File: config.mk
export PLATFORM = sky130hd
export DESIGN_NAME = xintf_master
export DESIGN_NICKNAME = d
export VERILOG_FILES = /design/src/rtl/xintf_pkg.sv /design/src/rtl/xintf_sync2.sv /design/src/rtl/xintf_master.sv
export SDC_FILE = /design/constraint.sdc
export NUM_CORES = 1
export LEC_CHECK = 0
export CORE_MARGIN = 4
export CORE_UTILIZATION = 43
export DETAILED_ROUTE_END_ITERATION = 10
export HOLD_SLACK_MARGIN = 0.03
export PLACE_DENSITY_LB_ADDON = 0.2
export SYNTH_ARGS = -nofsm -noshare
export SYNTH_HDL_FRONTEND = slang
export SYNTH_SLANG_ARGS = --single-unit
File: constraint.sdc
create_clock -name clk -period 2.2 [get_ports clk]
set_input_delay 0.44 -clock clk [delete_from_list [all_inputs] [get_ports clk]]
set_output_delay 0.44 -clock clk [all_outputs]
set_load 0.005 [all_outputs]
File: src/rtl/xintf_pkg.sv
// Shared types and constants for the XINTF bus master.
package xintf_pkg;

  // Bus phase of the master FSM.
  typedef enum logic [1:0] {
    StIdle,
    StLead,
    StActive,
    StTrail
  } xintf_state_e;

  // One shared phase-timing down-counter.
  typedef logic [3:0] tcnt_t;

  // Bus data word.
  typedef logic [15:0] word_t;

  localparam int unsigned LeadDefault   = 2;
  localparam int unsigned ActiveDefault = 4;
  localparam int unsigned TrailDefault  = 2;

  // A phase of N cycles counts N-1 down to 0.
  function automatic tcnt_t phase_load(input int unsigned cycles);
    return tcnt_t'(cycles - 1);
  endfunction

endpackage

File: src/rtl/xintf_sync2.sv
// Two-flop synchroniser for a single asynchronous level; resets to 0.
module xintf_sync2 (
  input  logic clk,
  input  logic rst_n,
  input  logic d_i,
  output logic q_o
);

  logic meta_q, sync_q;

  // Shift the asynchronous level through two flops.
  always_ff @(posedge clk or negedge rst_n) begin
    if (!rst_n) begin
      meta_q <= 1'b0;
      sync_q <= 1'b0;
    end else begin
      meta_q <= d_i;
      sync_q <= meta_q;
    end
  end

  assign q_o = sync_q;

endmodule

File: src/rtl/xintf_master.sv
// XINTF bus master: one read or write per host command, framed by cs_n with
// LEAD / ACTIVE / TRAIL phases timed by a single shared down-counter.
// Optional build macro XINTF_MASTER_AUTO_READ_EN: a synchronised c_xrd_req
// starts a read on its own while IDLE; a host command takes priority.
module xintf_master
  import xintf_pkg::*;
#(
  parameter int unsigned LEAD   = LeadDefault,
  parameter int unsigned ACTIVE = ActiveDefault,
  parameter int unsigned TRAIL  = TrailDefault
) (
  input  logic        clk,
  input  logic        rst_n,
  input  logic        cmd_valid,
  output logic        cmd_ready,
  input  logic        cmd_wr,
  input  logic [15:0] cmd_wdata,
  output logic        rd_valid,
  output logic [15:0] rd_data,
  output logic        cs_n,
  output logic        re_n,
  output logic        we_n,
  output logic        c_xcs_n,
  output logic [15:0] xdata_o,
  output logic        xdata_oe,
  input  logic [15:0] xdata_i,
  input  logic        c_xrd_req,
  output logic        busy
);

  if (LEAD < 1 || LEAD > 15 || ACTIVE < 1 || ACTIVE > 15 || TRAIL < 1 || TRAIL > 15)
  begin : g_param_check
    $error("xintf_master: LEAD, ACTIVE and TRAIL must each be in 1..15");
  end

  localparam tcnt_t LeadLoad   = phase_load(LEAD);
  localparam tcnt_t ActiveLoad = phase_load(ACTIVE);
  localparam tcnt_t TrailLoad  = phase_load(TRAIL);

  xintf_state_e state_q, state_d;
  tcnt_t        cnt_q, cnt_d;
  logic         wr_q, wr_d;
  word_t        wdata_q, wdata_d;
  word_t        rd_data_q, rd_data_d;
  logic         rd_valid_q, rd_valid_d;
  logic         xrd_req_sync;

  xintf_sync2 u_sync_rd_req (
    .clk   (clk),
    .rst_n (rst_n),
    .d_i   (c_xrd_req),
    .q_o   (xrd_req_sync)
  );

`ifndef XINTF_MASTER_AUTO_READ_EN
  // Request is synchronised but has no consumer in this build.
  logic unused_xrd_req_sync;
  assign unused_xrd_req_sync = xrd_req_sync;
`endif

  // Next-state: phase sequencing, command capture and read-data capture.
  always_comb begin
    state_d    = state_q;
    cnt_d      = cnt_q;
    wr_d       = wr_q;
    wdata_d    = wdata_q;
    rd_data_d  = rd_data_q;
    rd_valid_d = 1'b0;

    case (state_q)
      StIdle: begin
        if (cmd_valid) begin
          state_d = StLead;
          cnt_d   = LeadLoad;
          wr_d    = cmd_wr;
          wdata_d = cmd_wdata;
        end
`ifdef XINTF_MASTER_AUTO_READ_EN
        else if (xrd_req_sync) begin
          state_d = StLead;
          cnt_d   = LeadLoad;
          wr_d    = 1'b0;
        end
`endif
      end
      StLead: begin
        if (cnt_q == '0) begin
          state_d = StActive;
          cnt_d   = ActiveLoad;
        end else begin
          cnt_d = cnt_q - tcnt_t'(1);
        end
      end
      StActive: begin
        if (cnt_q == '0) begin
          state_d = StTrail;
          cnt_d   = TrailLoad;
          // Sample on the last strobe cycle; report in the first TRAIL cycle.
          if (!wr_q) begin
            rd_data_d  = xdata_i;
            rd_valid_d = 1'b1;
          end
        end else begin
          cnt_d = cnt_q - tcnt_t'(1);
        end
      end
      StTrail: begin
        if (cnt_q == '0) begin
          state_d = StIdle;
        end else begin
          cnt_d = cnt_q - tcnt_t'(1);
        end
      end
      default: state_d = StIdle;
    endcase
  end

  // State register; asynchronous reset releases the bus immediately.
  always_ff @(posedge clk or negedge rst_n) begin
    if (!rst_n) begin
      state_q    <= StIdle;
      cnt_q      <= '0;
      wr_q       <= 1'b0;
      wdata_q    <= '0;
      rd_data_q  <= '0;
      rd_valid_q <= 1'b0;
    end else begin
      state_q    <= state_d;
      cnt_q      <= cnt_d;
      wr_q       <= wr_d;
      wdata_q    <= wdata_d;
      rd_data_q  <= rd_data_d;
      rd_valid_q <= rd_valid_d;
    end
  end

  // Bus outputs decoded from registered state only.
  always_comb begin
    busy      = (state_q != StIdle);
    cmd_ready = ~busy;
    cs_n      = ~busy;
    c_xcs_n   = ~busy;
    re_n      = ~((state_q == StActive) && !wr_q);
    we_n      = ~((state_q == StActive) && wr_q);
    xdata_oe  = busy && wr_q;
    xdata_o   = xdata_oe ? wdata_q : '0;
    rd_valid  = rd_valid_q;
    rd_data   = rd_data_q;
  end

endmodule

# Word level (Yosys, flattened, before mapping)
# Index checks and enable logic that the tools add are counted.
# op_classes
add_sub_neg,1
n_eq_ne,8
mux,14
n_bitwise,4
n_reduce_logical,11
# ops
op,count
2-to-1 mux 16 bit,1
2-to-1 mux 4 bit,4
case mux 4 bit (4 select lines),1
"!= test 2 bit, second input constant",5
2-to-1 mux 2 bit,4
case mux 2 bit (4 select lines),1
"== test 2 bit, second input constant",2
logical NOT 4 bit,1
inverter 1 bit,4
AND reduction 2 bit,2
AND reduction 4 bit,1
"subtractor 4 x 1 -> 4 bit, second input constant",1
logical AND 1 bit,3
2-to-1 mux 1 bit,3
AND reduction 3 bit,1
"== test 2 x 1 -> 1 bit, second input constant",1
logical NOT 2 bit,1
nonzero test 2 bit,1
logical NOT 1 bit,1
# word_totals
reg_bits,40
inputBits,37

# Logic depth before layout (Yosys ltp)
# depth
ltp_word,3
ltp_mapped,7
depth_no_buf,5

# Worst setup path after synthesis
# No wires, ideal clock.
# synth_path
path_kind,register -> register
from,register cnt_q[0]
to,"register rd_data_q[10], in the netlist rd_data[10]"
arrival_ns,1.805
slack_ns,0.270
stages_incl_launch_ff,8
n_path_buf,2
synth_period_minus_slack_ns,1.930
path_cell_list,dfrtp_1 inv_1 ha_1 or3b_4 or2_1 buf_6 buf_12 mux2_4
# synth_via
elab_chain_len,2
# synth_rtl
element,line,rtl
start: declaration,xintf_master.sv:41,"tcnt_t cnt_q, cnt_d;"
start signal: assignment,xintf_master.sv:129,cnt_q <= cnt_d;
logical NOT 4 bit,xintf_master.sv:95,if (cnt_q == '0) begin
AND reduction 3 bit (no line),-,
end signal: assignment,xintf_master.sv:132,rd_data_q <= rd_data_d;
end: declaration,xintf_master.sv:44,"word_t rd_data_q, rd_data_d;"
# No other way between the ends.
# A chain may end at the register's enable or synchronous reset.

# Final worst setup path
# layout_path
from,register state_q[0]
to,output port busy
# layout_via
elab_chain_len,1
# layout_rtl
element,line,rtl
start: declaration,xintf_master.sv:40,"xintf_state_e state_q, state_d;"
start signal: assignment,xintf_master.sv:121,state_q <= StIdle;
start signal: assignment,xintf_master.sv:128,state_q <= state_d;
nonzero test 2 bit,xintf_master.sv:139,busy = (state_q != StIdle);
end: declaration,xintf_master.sv:28,output logic busy
# No other way between the ends.

==> impl_metrics.csv <==
group,metric,value,unit
status,status,"finished, final reports clean",
global_route,grt_pass1_wl,7270,um
worst_setup_path,crit_fanout,12,
synthesis,ys_seq_area_share,53.4,%
global_route,track_usage,17.5,%
finish,final_common_cell,"clkdlybuf4s50_1",
clock_tree,path_clk_slew,0.08,ns
finish,final_cell_mix,"clkdlybuf4s50_1, dfrtp_1, mux2_2, and2_1, dlygate4sd2_1",
timing,max_freq,471,MHz
worst_setup_path,crit_chain,"inv_2, ha_4, buf_4, inv_1, clkdlybuf4s50_1",
floorplan,dieArea,0.00548,sq mm
synthesis,syn_nets,183,
clock_tree,numCtsBuffers,5,
worst_setup_path,endpoint_kind,"primary output",
timing,min_period_over_period,96.5,%
floorplan,initial_core_util,45.6,%
synthesis,ys_ff_latch,40,
worst_setup_path,path_class,"reg -> out",
worst_setup_path,r2r_end,"rd_data[7]",
synthesis,netlist_area,0.00188,sq mm
worst_setup_path,r2r_start,"cnt_q[0]",
global_route,globalRouteOverflowTotal,0,
timing,skew,0.00748,ns
placed_design,gp_congestion,0.907,
floorplan,die_width,74.0,um
worst_setup_path,rrSetupSlack,0.19,ns
worst_setup_path,arrival,1.68,ns
clock_tree,cts_root_buffer,"clkbuf_8",
clock_tree,insertion_delay,0.28,ns
detailed_routing,num_vias,1391,
placed_design,post-dp-hpwl,3100,um
timing,holdWs,0.266,ns
pwr,total_leakage_power,1.32,nW
detailed_routing,drt_iter0_markers,123,
worst_setup_path,cp.required,1.76,ns
clock_tree,cts_tree,"yes",
timing,finalCriticalPeriod,2.12,ns
detailed_routing,drt_wl_total,4450,um
global_route,grt_max_degree,41,
clock_tree,cts.path.max_buffers,2,
flow_run,cap_violations,0,
detailed_routing,via_per_inst,4.99,
timing,slew_headroom,41.2,%
synthesis,synth.distinct_cells,31,
worst_setup_path,cpPeakStageDelay,0.50,ns
synthesis,synth_cells,140,
worst_setup_path,cpMaxStageDelayCell,"clkdlybuf4s50_1",
pwr,p_total,4.07,mW
worst_setup_path,worstRegToRegCells,6,
finish,utilization,69.1,%
timing,worst_pin_slew,0.882,ns
timing,drv_slew,0,
detailed_routing,drt_pre_antenna_iters,4,
detailed_routing,drc,0,
floorplan,core,0.00412,sq mm
floorplan,ioPinCount,77,
finish,nNetsFinal,271,
synthesis,syn_area_per_cell,13.4,sq um
finish,nFillCells,296,
worst_hold_path,hp-class,"in -> async",
clock_tree,cts_sinks,40,
pwr,powerDensity,1430,mW/mm^2
finish,drive_gt1_share,27.9,%
clock_tree,htree_levels,2,
finish,diodes,0,
placed_design,io_buffer_count,75,
timing,fin_tns_setup,0,ns
detailed_routing,ant_nets,0,
timing,setup_viol,0,
global_route,antenna_found_initial,0,
synthesis,yosysWarnings,0,
global_route,first_global_vias,1580,
detailed_routing,wl_per_cell,15.9,um
floorplan,die_y,74.0,um
timing,finalHoldViolations,0,
finish,area_growth_syn_to_layout,51.6,%
pwr,ir_worst_vdd,768,uV
floorplan,rows,23,
worst_setup_path,worstSetupStartpointType,"register",
worst_setup_path,startpoint,"state_q[0]",
timing,rsz0062_at_grt,"no",
per-layer routing:
| layer | wire [um] | track usage (%) |
|---|---|---|
| met3 | 402 | 7.16 |
| met5 | 0 | 0 |
| met2 | 2400 | 32.3 |
| met4 | 19 | 4.63 |
| met1 | 1620 | 18.2 |
kinds of logic after synthesis:
kind of cell	after synthesis	synth area share (%)
AO/OA/AOI/OAI	11	4.40
XOR/XNOR	1	0.467
adder cells (fa/ha/maj)	6	4.00
buffers and inverters	14	4.54
flip-flops	40	53.4
multiplexers	34	22.2
AND/OR/NAND/NOR	34	11.0
power by group:
group          switching, mW  internal, mW  total, mW
Combinational          0.788          1.39       2.18
Clock                  0.252         0.336      0.588
Sequential             0.201          1.10       1.30
cells in the mapped netlist:
cell type	instances	area share, %
a22oi_1	2	0.80
buf_12	1	1.1
o21ai_0	2	0.53
nand4bb_1	1	0.60
o2bb2ai_1	1	0.47
nand2_1	6	1.2
buf_4	2	0.80
a31oi_1	1	0.33
or2_1	1	0.33
buf_6	1	0.60
nor3b_1	1	0.40
mux2_2	25	15
dfrtp_1	40	53
buf_2	1	0.27
nand2b_1	2	0.67
o32ai_1	2	0.93
nor2_1	1	0.20
clkbuf_1	2	0.40
a32o_1	1	0.53
a21oi_1	1	0.27
and2_1	16	5.3
or3b_4	1	0.60
nor2b_1	2	0.67
a211o_2	1	0.53
or3_1	1	0.33
nor3_1	1	0.27
mux2_4	9	7.2
inv_1	7	1.4
xnor2_1	1	0.47
ha_1	6	4.0
and2b_1	1	0.40
stage by stage:
step,cell area [sq um],instances,setup WS (ns)
global route,2840,279,0.0144
global placement,2660,262,0.167
finish,2840,279,0.0780
CTS,2850,279,0.0315
floorplan,1880,140,0.270
detailed placement,2660,262,0.105
worst max path at each step:
stage / end / slack (ns)
final: busy / 0.08
after global routing: re_n / 0.01
after global placement: xdata_o[9] / 0.17
after CTS: re_n / 0.03
after detailed placement: xdata_o[9] / 0.10
after floorplan: rd_data[10] / 0.27
registers in the layout (all words and copies together) (netlist names):
register	cells
rd_data	16
rd_valid	1
state_q	2
wdata_q	16
cnt_q	4
wr_q	1
final cells by class:
cell class                      instances  area [sq um]  share of cell area, %
Inverter                                7          26.3                  0.924
Clock inverter                          3          42.5                   1.50
Tap cell                               50          62.6                   2.20
Sequential cell                        40          1000                   35.2
Multi-Input combinational cell         86           812                   28.6
Timing Repair Buffer                   88           831                   29.2
Clock buffer                            5          68.8                   2.42
critical path, delay by kind of cell (launching register included):
family	cells	cell delay, ns
flops	1	0.39
buf+inv	4	0.84
fa+ha+maj	1	0.17
what timing repair did:
item / in CTS / in global routing
resized for setup: 29 / 2
hold buffers: 0 / 0
setup buffers: 7 / 0
gates cloned: 2 / 0
endpoints found under the setup margin: 18 / 3
pin swaps: 1 / 0
(Power assumes the default switching activity.)
